[src/rtl/pci_bus_arbiter.sv]
`default_nettype none
// ============================================================================
// Module      : pci_bus_arbiter
// Description : Round-robin PCI bus arbiter with bus parking and idle-grant
//               timeout; watches FRAME#/IRDY# to track bus occupancy.
// Revision    : 1.0 - initial release
// ============================================================================
module pci_bus_arbiter #(
    parameter int NUM_MASTERS  = 4,
    parameter int PARK_MASTER  = 0,
    parameter int IDLE_TIMEOUT = 16
) (
    input  logic                           clk,
    input  logic                           rst,
    input  logic [NUM_MASTERS-1:0]         req_n,
    input  logic                           frame_n,
    input  logic                           irdy_n,
    output logic [NUM_MASTERS-1:0]         gnt_n,
    output logic [$clog2(NUM_MASTERS)-1:0] owner_id,
    output logic                           bus_busy,
    output logic                           timeout
);

    localparam int IDW = $clog2(NUM_MASTERS);
    localparam int TW  = $clog2(IDLE_TIMEOUT);

    localparam logic [IDW-1:0] PARK_ID   = IDW'(PARK_MASTER);
    localparam logic [IDW-1:0] LAST_RST  = IDW'(NUM_MASTERS - 1);
    localparam logic [TW-1:0]  TIMER_MAX = TW'(IDLE_TIMEOUT - 1);

    localparam logic [1:0] ST_PARK    = 2'd0;
    localparam logic [1:0] ST_TURN    = 2'd1;
    localparam logic [1:0] ST_GRANTED = 2'd2;
    localparam logic [1:0] ST_BUSY    = 2'd3;

    logic [1:0]             state_q,     state_d;
    logic [NUM_MASTERS-1:0] gnt_q,       gnt_d;
    logic [IDW-1:0]         owner_q,     owner_d;
    logic [IDW-1:0]         last_q,      last_d;
    logic [IDW-1:0]         pending_q,   pending_d;
    logic                   pend_park_q, pend_park_d;
    logic                   busy_q,      busy_d;
    logic                   timeout_q,   timeout_d;
    logic [TW-1:0]          timer_q,     timer_d;

    logic                   w_idle;
    logic                   w_expire;
    logic [IDW-1:0]         w_base;
    logic [IDW:0]           w_pick;
    logic                   w_any;
    logic [IDW-1:0]         w_win;
    logic [1:0]             w_arb_state;
    logic [IDW-1:0]         w_arb_pending;
    logic                   w_arb_park;

    // First requester scanning upward from base+1 with wrap; base itself is checked last.
    function automatic logic [IDW:0] rr_pick(input logic [NUM_MASTERS-1:0] req,
                                             input logic [IDW-1:0]         base);
        logic [IDW:0]   pick;
        logic [IDW-1:0] idx;
        pick = '0;
        for (int i = NUM_MASTERS; i >= 1; i--) begin
            idx = IDW'((int'(base) + i) % NUM_MASTERS);
            if (!req[idx]) begin
                pick = {1'b1, idx};
            end
        end
        return pick;
    endfunction

    assign w_idle   = frame_n & irdy_n;
    assign w_expire = (state_q == ST_GRANTED) && frame_n && !req_n[owner_q]
                      && (timer_q == TIMER_MAX);
    assign w_base   = (((state_q == ST_GRANTED) && !req_n[owner_q]) || (state_q == ST_BUSY))
                      ? owner_q : last_q;
    assign w_pick   = rr_pick(req_n, w_base);
    assign w_any    = w_pick[IDW];
    assign w_win    = w_pick[IDW-1:0];

    always_comb begin
        w_arb_state   = ST_TURN;
        w_arb_pending = w_win;
        w_arb_park    = 1'b0;
        if (w_any && (w_win == owner_q)) begin
            w_arb_state = ST_GRANTED;
        end else if (!w_any) begin
            if (owner_q == PARK_ID) begin
                w_arb_state = ST_PARK;
            end else begin
                w_arb_pending = PARK_ID;
                w_arb_park    = 1'b1;
            end
        end
    end

    always_ff @(posedge clk) begin
        if (rst) begin
            state_q     <= ST_PARK;
            gnt_q       <= ~(NUM_MASTERS'(1) << PARK_ID);
            owner_q     <= PARK_ID;
            last_q      <= LAST_RST;
            pending_q   <= PARK_ID;
            pend_park_q <= 1'b0;
            busy_q      <= 1'b0;
            timeout_q   <= 1'b0;
            timer_q     <= '0;
        end else begin
            state_q     <= state_d;
            gnt_q       <= gnt_d;
            owner_q     <= owner_d;
            last_q      <= last_d;
            pending_q   <= pending_d;
            pend_park_q <= pend_park_d;
            busy_q      <= busy_d;
            timeout_q   <= timeout_d;
            timer_q     <= timer_d;
        end
    end

    always_comb begin
        state_d     = state_q;
        last_d      = last_q;
        pending_d   = pending_q;
        pend_park_d = pend_park_q;
        timer_d     = timer_q;
        case (state_q)
            ST_PARK: begin
                timer_d = '0;
                if (!frame_n) begin
                    state_d = ST_BUSY;
                    last_d  = owner_q;
                end else begin
                    state_d     = w_arb_state;
                    pending_d   = w_arb_pending;
                    pend_park_d = w_arb_park;
                end
            end
            ST_TURN: begin
                if (w_idle) begin
                    state_d = pend_park_q ? ST_PARK : ST_GRANTED;
                    timer_d = '0;
                end
            end
            ST_GRANTED: begin
                if (!frame_n) begin
                    state_d = ST_BUSY;
                    last_d  = owner_q;
                    timer_d = '0;
                end else if (req_n[owner_q] || w_expire) begin
                    state_d     = w_arb_state;
                    pending_d   = w_arb_pending;
                    pend_park_d = w_arb_park;
                    timer_d     = '0;
                    if (w_expire) begin
                        last_d = owner_q;
                    end
                end else begin
                    timer_d = timer_q + TW'(1);
                end
            end
            ST_BUSY: begin
                if (w_idle) begin
                    state_d     = w_arb_state;
                    pending_d   = w_arb_pending;
                    pend_park_d = w_arb_park;
                    timer_d     = '0;
                end
            end
            default: state_d = ST_PARK;
        endcase
    end

    // Grants only move when leaving TURN, so every owner change crosses an all-high cycle.
    always_comb begin
        gnt_d     = gnt_q;
        owner_d   = owner_q;
        busy_d    = (state_d == ST_BUSY);
        timeout_d = w_expire;
        if (state_d == ST_TURN) begin
            gnt_d = '1;
        end else if (state_q == ST_TURN) begin
            gnt_d   = ~(NUM_MASTERS'(1) << pending_q);
            owner_d = pending_q;
        end
    end

    assign gnt_n    = gnt_q;
    assign owner_id = owner_q;
    assign bus_busy = busy_q;
    assign timeout  = timeout_q;

endmodule
`default_nettype wire

[config.mk]
export PLATFORM = sky130hd
export DESIGN_NAME = pci_bus_arbiter
export DESIGN_NICKNAME = d
export VERILOG_FILES = /design/src/rtl/pci_bus_arbiter.sv
export SDC_FILE = /design/constraint.sdc
export NUM_CORES = 1
export LEC_CHECK = 0
export ABC_AREA = 0
export CAP_MARGIN = 10
export CELL_PAD_IN_SITES_DETAIL_PLACEMENT = 0
export CELL_PAD_IN_SITES_GLOBAL_PLACEMENT = 1
export CORE_MARGIN = 2
export CORE_UTILIZATION = 43
export DETAILED_ROUTE_END_ITERATION = 12
export GPL_ROUTABILITY_DRIVEN = 0
export PLACE_DENSITY_LB_ADDON = 0.2
export REMOVE_ABC_BUFFERS = 1
export SYNTH_ARGS = -nofsm -noshare
export SYNTH_HDL_FRONTEND = slang
export SYNTH_SLANG_ARGS = --single-unit
[constraint.sdc]
create_clock -name clk -period 3.65 [get_ports clk]
set_clock_uncertainty 0.05 [all_clocks]
set_input_delay 0.73 -clock clk [delete_from_list [all_inputs] [get_ports clk]]
set_output_delay 0.73 -clock clk [all_outputs]
set_load 0.03 [all_outputs]
* Word-level counts from Yosys, hierarchy flattened
Index checks and enable logic that the tools add are counted.
** Cells by class
- Mux-type cells :: 52
- Add/subtract/negate cells :: 5
- Eq/ne operators :: 15
- Shift operators :: 1
- Bitwise operators :: 3
- Reduce and logical (&&, ||, !) cells :: 18
- $lt $le $gt $ge :: 5
** Operators by type and width (number)
- $mux W2 :: 19
- $mux W1 :: 16
- $lt A2 B3 Y1 const B :: 5
- $mux W3 :: 4
- $mux W4 :: 3
- $pmux W4 S3 :: 1
- $bmux W1 S2 :: 5
- $ne A2 B2 Y1 const B :: 4
- $pmux W2 S4 :: 1
- $eq A2 B2 Y1 const B :: 3
- $pmux W2 S3 :: 1
- $logic_and A1 B1 Y1 :: 5
- $reduce_and A5 Y1 :: 1
- $add A2 B1 Y2 const B :: 2
- $add A2 B2 Y2 const B :: 2
- $add A4 B1 Y4 const B :: 1
- $eq A2 B1 Y1 const B :: 2
- $eq A4 B4 Y1 const B :: 1
- $logic_not A2 Y1 :: 2
- $ne A2 B1 Y1 const B :: 2
- $not A4 Y4 :: 1
- $pmux W2 S2 :: 1
- $reduce_and A4 Y1 :: 1
- $reduce_bool A2 Y1 :: 2
- other kinds (12) :: 14
** Storage, ports and cells
- Bits in registers :: 19
- Output and inout port bits :: 8

* Logic depth before layout (Yosys ltp)
- Depth after elaboration :: 22
- Mapped depth :: 9
- Depth with buffers taken out :: 8

* Worst setup path before layout
No wires, ideal clock.
- Path kind :: reg2reg
- Start :: register owner_q[0] (netlist: owner_id[0])
- End :: register owner_q[0] (netlist: owner_id[0])
- Period minus slack after synthesis :: 2678 ps
- Stages on the path, launching flop included :: 10
- Data arrival time :: 2509 ps
- Data required time :: 3481 ps
- Slack :: 972 ps
- Cell sequence :: dfxtp_1 > buf_2 > or2_2 > o221ai_2 > mux2_4 > and3_4 > o41a_1 > and4_4 > o21a_1 > mux2i_1
** Between the ends
- Longest elaborated chain between the ends :: 22
** Ends and longest elaborated chain
- from (decl) :: RTL line 38 : logic [IDW-1:0] owner_q, owner_d;
- from (signal assigned) :: RTL line 110 : owner_q <= owner_d;
- $bmux W1 S2 :: RTL line 72, 74, 149
- $mux W1 (implied by the code) :: RTL line 72, 74, 149
- $logic_not A1 Y1 :: RTL line 72, 74
- $logic_and A1 B1 Y1 :: RTL line 74 : assign w_base = (((state_q == ST_GRANTED) && !req_n[owner_q]) || (state_q == ST_BUSY))
- $logic_or A1 B1 Y1 :: RTL line 74
- $mux W2 :: RTL line 75 : ? owner_q : last_q;
- $add A2 B1 Y2 :: RTL line 63 : idx = IDW'((int'(base) + i) % NUM_MASTERS);
- $bmux W1 S2 :: RTL line 64 : if (!req[idx]) begin
- [... 6 more ...]
- $logic_and A1 B1 Y1 :: RTL line 84 : if (w_any && (w_win == owner_q)) begin
- $mux W2 :: RTL line 84
- $mux W2 :: RTL line 149 : end else if (req_n[owner_q] || w_expire) begin
- $mux W2 :: RTL line 145 : if (!frame_n) begin
- $pmux W2 S4 (*) :: RTL line 126 : case (state_q)
- $eq A2 B1 Y1 (*) :: RTL line 179 : if (state_d == ST_TURN) begin
- $not A1 Y1 (no line) (*)
- $reduce_and A2 Y1 (no line) (*)
Every way passes the cells marked *; elsewhere a longest branch is shown, timed or not. The select of a mux whose other input is x is not followed.
A chain may end at the register's enable or synchronous reset.

* Worst setup path after layout
- Start :: input req_n[1]
- End :: register owner_q[0] (netlist: owner_id[0])
** Between the ends
- Longest elaborated chain between the ends :: 22
** Ends and longest elaborated chain
- from (decl) :: RTL line 15 : input logic [NUM_MASTERS-1:0] req_n,
- $bmux W1 S2 :: RTL line 72, 74, 149
- $mux W1 (implied by the code) :: RTL line 72, 74, 149
- $logic_not A1 Y1 :: RTL line 72, 74
- $logic_and A1 B1 Y1 :: RTL line 74
- $logic_or A1 B1 Y1 :: RTL line 74
- $mux W2 :: RTL line 75
- $add A2 B1 Y2 :: RTL line 63
- $bmux W1 S2 :: RTL line 64
- [... 6 more ...]
- $logic_and A1 B1 Y1 :: RTL line 84
- $mux W2 :: RTL line 84
- $mux W2 :: RTL line 149
- $mux W2 :: RTL line 145
- $pmux W2 S4 (*) :: RTL line 126
- $eq A2 B1 Y1 (*) :: RTL line 179
- $not A1 Y1 (no line) (*)
- $reduce_and A2 Y1 (no line) (*)
Marks and branches as above.

==> results.md <==
* Outcome: finished clean
* Row Count at 18
* Critical path origin: req_n[1]
* Dpl hpwl at 1840 um
* FF-to-FF path depth at 8
* Fin util at 52.8%
* Max-slew violation count at 0
* CTS Buffer Depth at 2
* Initial antenna violation count at 0
* Ant. Diodes at 0
* Setup TNS at 0 ns
* CTS tree: yes
* Worst-Margin Slew at 0.526 ns
* Most crowded layer after global routing: met2
* Number of CTS-inserted buffers at 3
* Cells after synthesis at 131
* Data arrival, critical path at 3.24 ns
* Max Fclk at 328 MHz
* Drc violations at 0
* Clock sinks at 19
* RSZ-0062 raised after global routing: false
* Area growth from synthesis to layout at 17.1%
* Routing usage on met2 at 33.1%
* Worst path bufs/invs at 1
* DR pass1 iterations at 4
* Setup crit start kind: input port
* CTS Hold Bufs at 0
* Final Hold Fails at 0
* First-pass GRT wire length at 4260 um
* Largest net degree at the start of global routing at 18
* Post-route minimum period at 3.05 ns
* CP max FO at 6
* GR Util met3 at 3.23%
* Post-synthesis sequential area ratio at 34.0%
* Drt initial violations at 8
* Core area at 2480 um2
* Routed WL per cell at 13.8 um
* Hold crit path type: flop to flop
* Worst r2r src: owner_id[1]
* CP Capture Type: flop
* Ports at 16
* H-tree depth at 1
* Share of layout cells above drive strength 1 at 8.22%
* Worst-path clk slew at 0.11 ns
* Port Buffer Count at 15
* Total congestion overflow at 0
* Hold Path Origin: gnt_n[3]
* Mean Syn Cell Area at 8.53 um2
* Vias at 1,000
* Worst Hold Path EP: gnt_n[3]
* DRT Wirelength at 2420 um
* Die Wd at 55.0 um
* RR Endpoint: owner_id[0]
* Pleak at 0.480 nW
* Synth warn at 0
* Vias in the first global route at 958
* Primary FF master, synth: dfxtp_1
* Worst-Skew Late Latency at 0.30 ns
* Max Cap Viol at 0
* Synth unique cells at 42
* Max-Slew Margin vs Limit at 64.8%
* CTS root buf: clkbuf_4
* Crit-path max cell delay at 0.62 ns
* Nets at 156
* R2R Setup Slk at 0.84 ns
* Post-CTS resize count at 0
* Vias per inst at 5.68
* Synthesized area at 1120 um2
* Power Dens Cells at 411 nW/um2
* Buffer count from post-CTS setup fixing at 0
* Tot GR Track Use at 19.6%
* Hold depth at 2
* Final setup viols at 0
* Worst path cell trace: clkdlybuf4s50_1 > mux2i_4 > o221ai_2 > mux2_4 > and3_4 > o31ai_1 > and4_4 > o21a_1 > mux2i_1
* Global Route met1 Usage at 24.9%
* Critical path's slowest cell: clkdlybuf4s50_1
* Antenna Nets Post-Route at 0
* Crit path kind: input port to flop
* Initial core utilization at 45.1%
* CP Data Required Time at 3.84 ns
* Number of synthesized flops with an enable pin at 0
* Number of synthesized register bits at 19
* Crit-path leading delay family: compound AO/OA/AOI/OAI gates
* Ratio of final minimum period to clock period at 83.5%
* Filler cells at 242
* DIE HEIGHT at 55.0 um
* FFs w/ async S/R, synth at 0%
* Full die area at 3020 um2
* Peak VDD IR at 0.259 mV
## power breakdown
group | internal [mW] | leakage (nW) | switching (mW)
registers | 0.227 | 0.156 | 0.0230
logic | 0.0814 | 0.307 | 0.0974
clock network | 0.0408 | 0.0177 | 0.0681
## worst max path at each step
stage                   to  slack (ns)  cells past startpoint
2_1_floorplan  owner_id[0]        0.89                      8
3_3_place_gp   owner_id[1]        0.40                      9
3_5_place_dp   owner_id[1]        0.31                      9
4_1_cts        owner_id[0]        0.63                      9
5_1_grt        owner_id[1]        0.50                      9
6_report       owner_id[0]        0.60                      9
## layout make-up
class | count | area (um2) | area share, %
Clock buffer | 3 | 22.5 | 1.72
Timing Repair Buffer | 15 | 150 | 11.5
Tap cell | 30 | 37.5 | 2.87
Clock inverter | 1 | 5.00 | 0.382
Multi-Input combinational cell | 104 | 698 | 53.3
Sequential cell | 19 | 380 | 29.1
Inverter | 4 | 15.0 | 1.15
## tightest hold or removal path, stage by stage (launching register included)
cell and delay (ns):
dfxtp_1 0.35, a211oi_1 0.07, nand2_1 0.05
## flip-flops by register name, summed over array words and instances (netlist names)
| name | cells |
|---|---|
| timeout | 1 |
| owner_id | 2 |
| pending_q | 2 |
| state_q | 2 |
| gnt_n | 4 |
| pend_park_q | 1 |
| timer_q | 4 |
| bus_busy | 1 |
| last_q | 2 |
## synth_stat cells, drive strengths merged, types with 3 or more instances
| library cell | number | area (um2) |
|---|---|---|
| a221oi | 4 | 41.3 |
| dfxtp | 19 | 380 |
| nand2 | 18 | 67.6 |
| mux2i | 8 | 92.6 |
| inv | 4 | 15.0 |
| nand2b | 10 | 62.6 |
| a21oi | 8 | 40.0 |
| nor2 | 10 | 37.5 |
| nor2b | 3 | 18.8 |
| o21ai | 5 | 25.0 |
## metrics by stage
| stage | std cells | hold slack, ns | setup slack, ns | total power [mW] | area (um2) |
|---|---|---|---|---|---|
| finish | 176 | 0.444 | 0.602 | 0.537 | 1310 |
| detailed placement | 172 | 0.415 | 0.308 | 0.433 | 1280 |
| CTS | 176 | 0.447 | 0.635 | 0.543 | 1310 |
| global route | 176 | 0.468 | 0.496 | 0.577 | 1310 |
| global placement | 172 | 0.409 | 0.397 | 0.430 | 1280 |
| floorplan | 127 | 0.401 | 0.887 | 0.375 | 1090 |
## layout by cell type, fill, tap and decap left out, types with 3 or more instances in the layout
master,n
dfxtp_1,19
nand2_1,18
clkdlybuf4s50_1,15
nand2b_1,10
nor2_1,10
a21oi_1,8
mux2i_1,7
o21ai_0,5
inv_1,4
nor2b_1,3
a221oi_1,3
clkbuf_4,3
## cell families after synthesis
family          count (synthesis)  synth area share, %
simple gates                   57                 26.5
compound gates                 32                 20.7
flops                          19                 34.0
mux                            10                 11.0
buf+inv                         8                 3.47
xor+xnor                        4                 3.14
fa+ha+maj                       1                 1.12
## layer usage
layer | vias up | part of all wire, % | wire length (um)
met4 | 0 | 0.62 | 15
met2 | 17 | 48 | 1170
met5 | - | 0 | 0
met1 | 474 | 47 | 1140
li1 | 507 | - | -
met3 | 2 | 3.8 | 91
(Power assumes the default switching activity.)
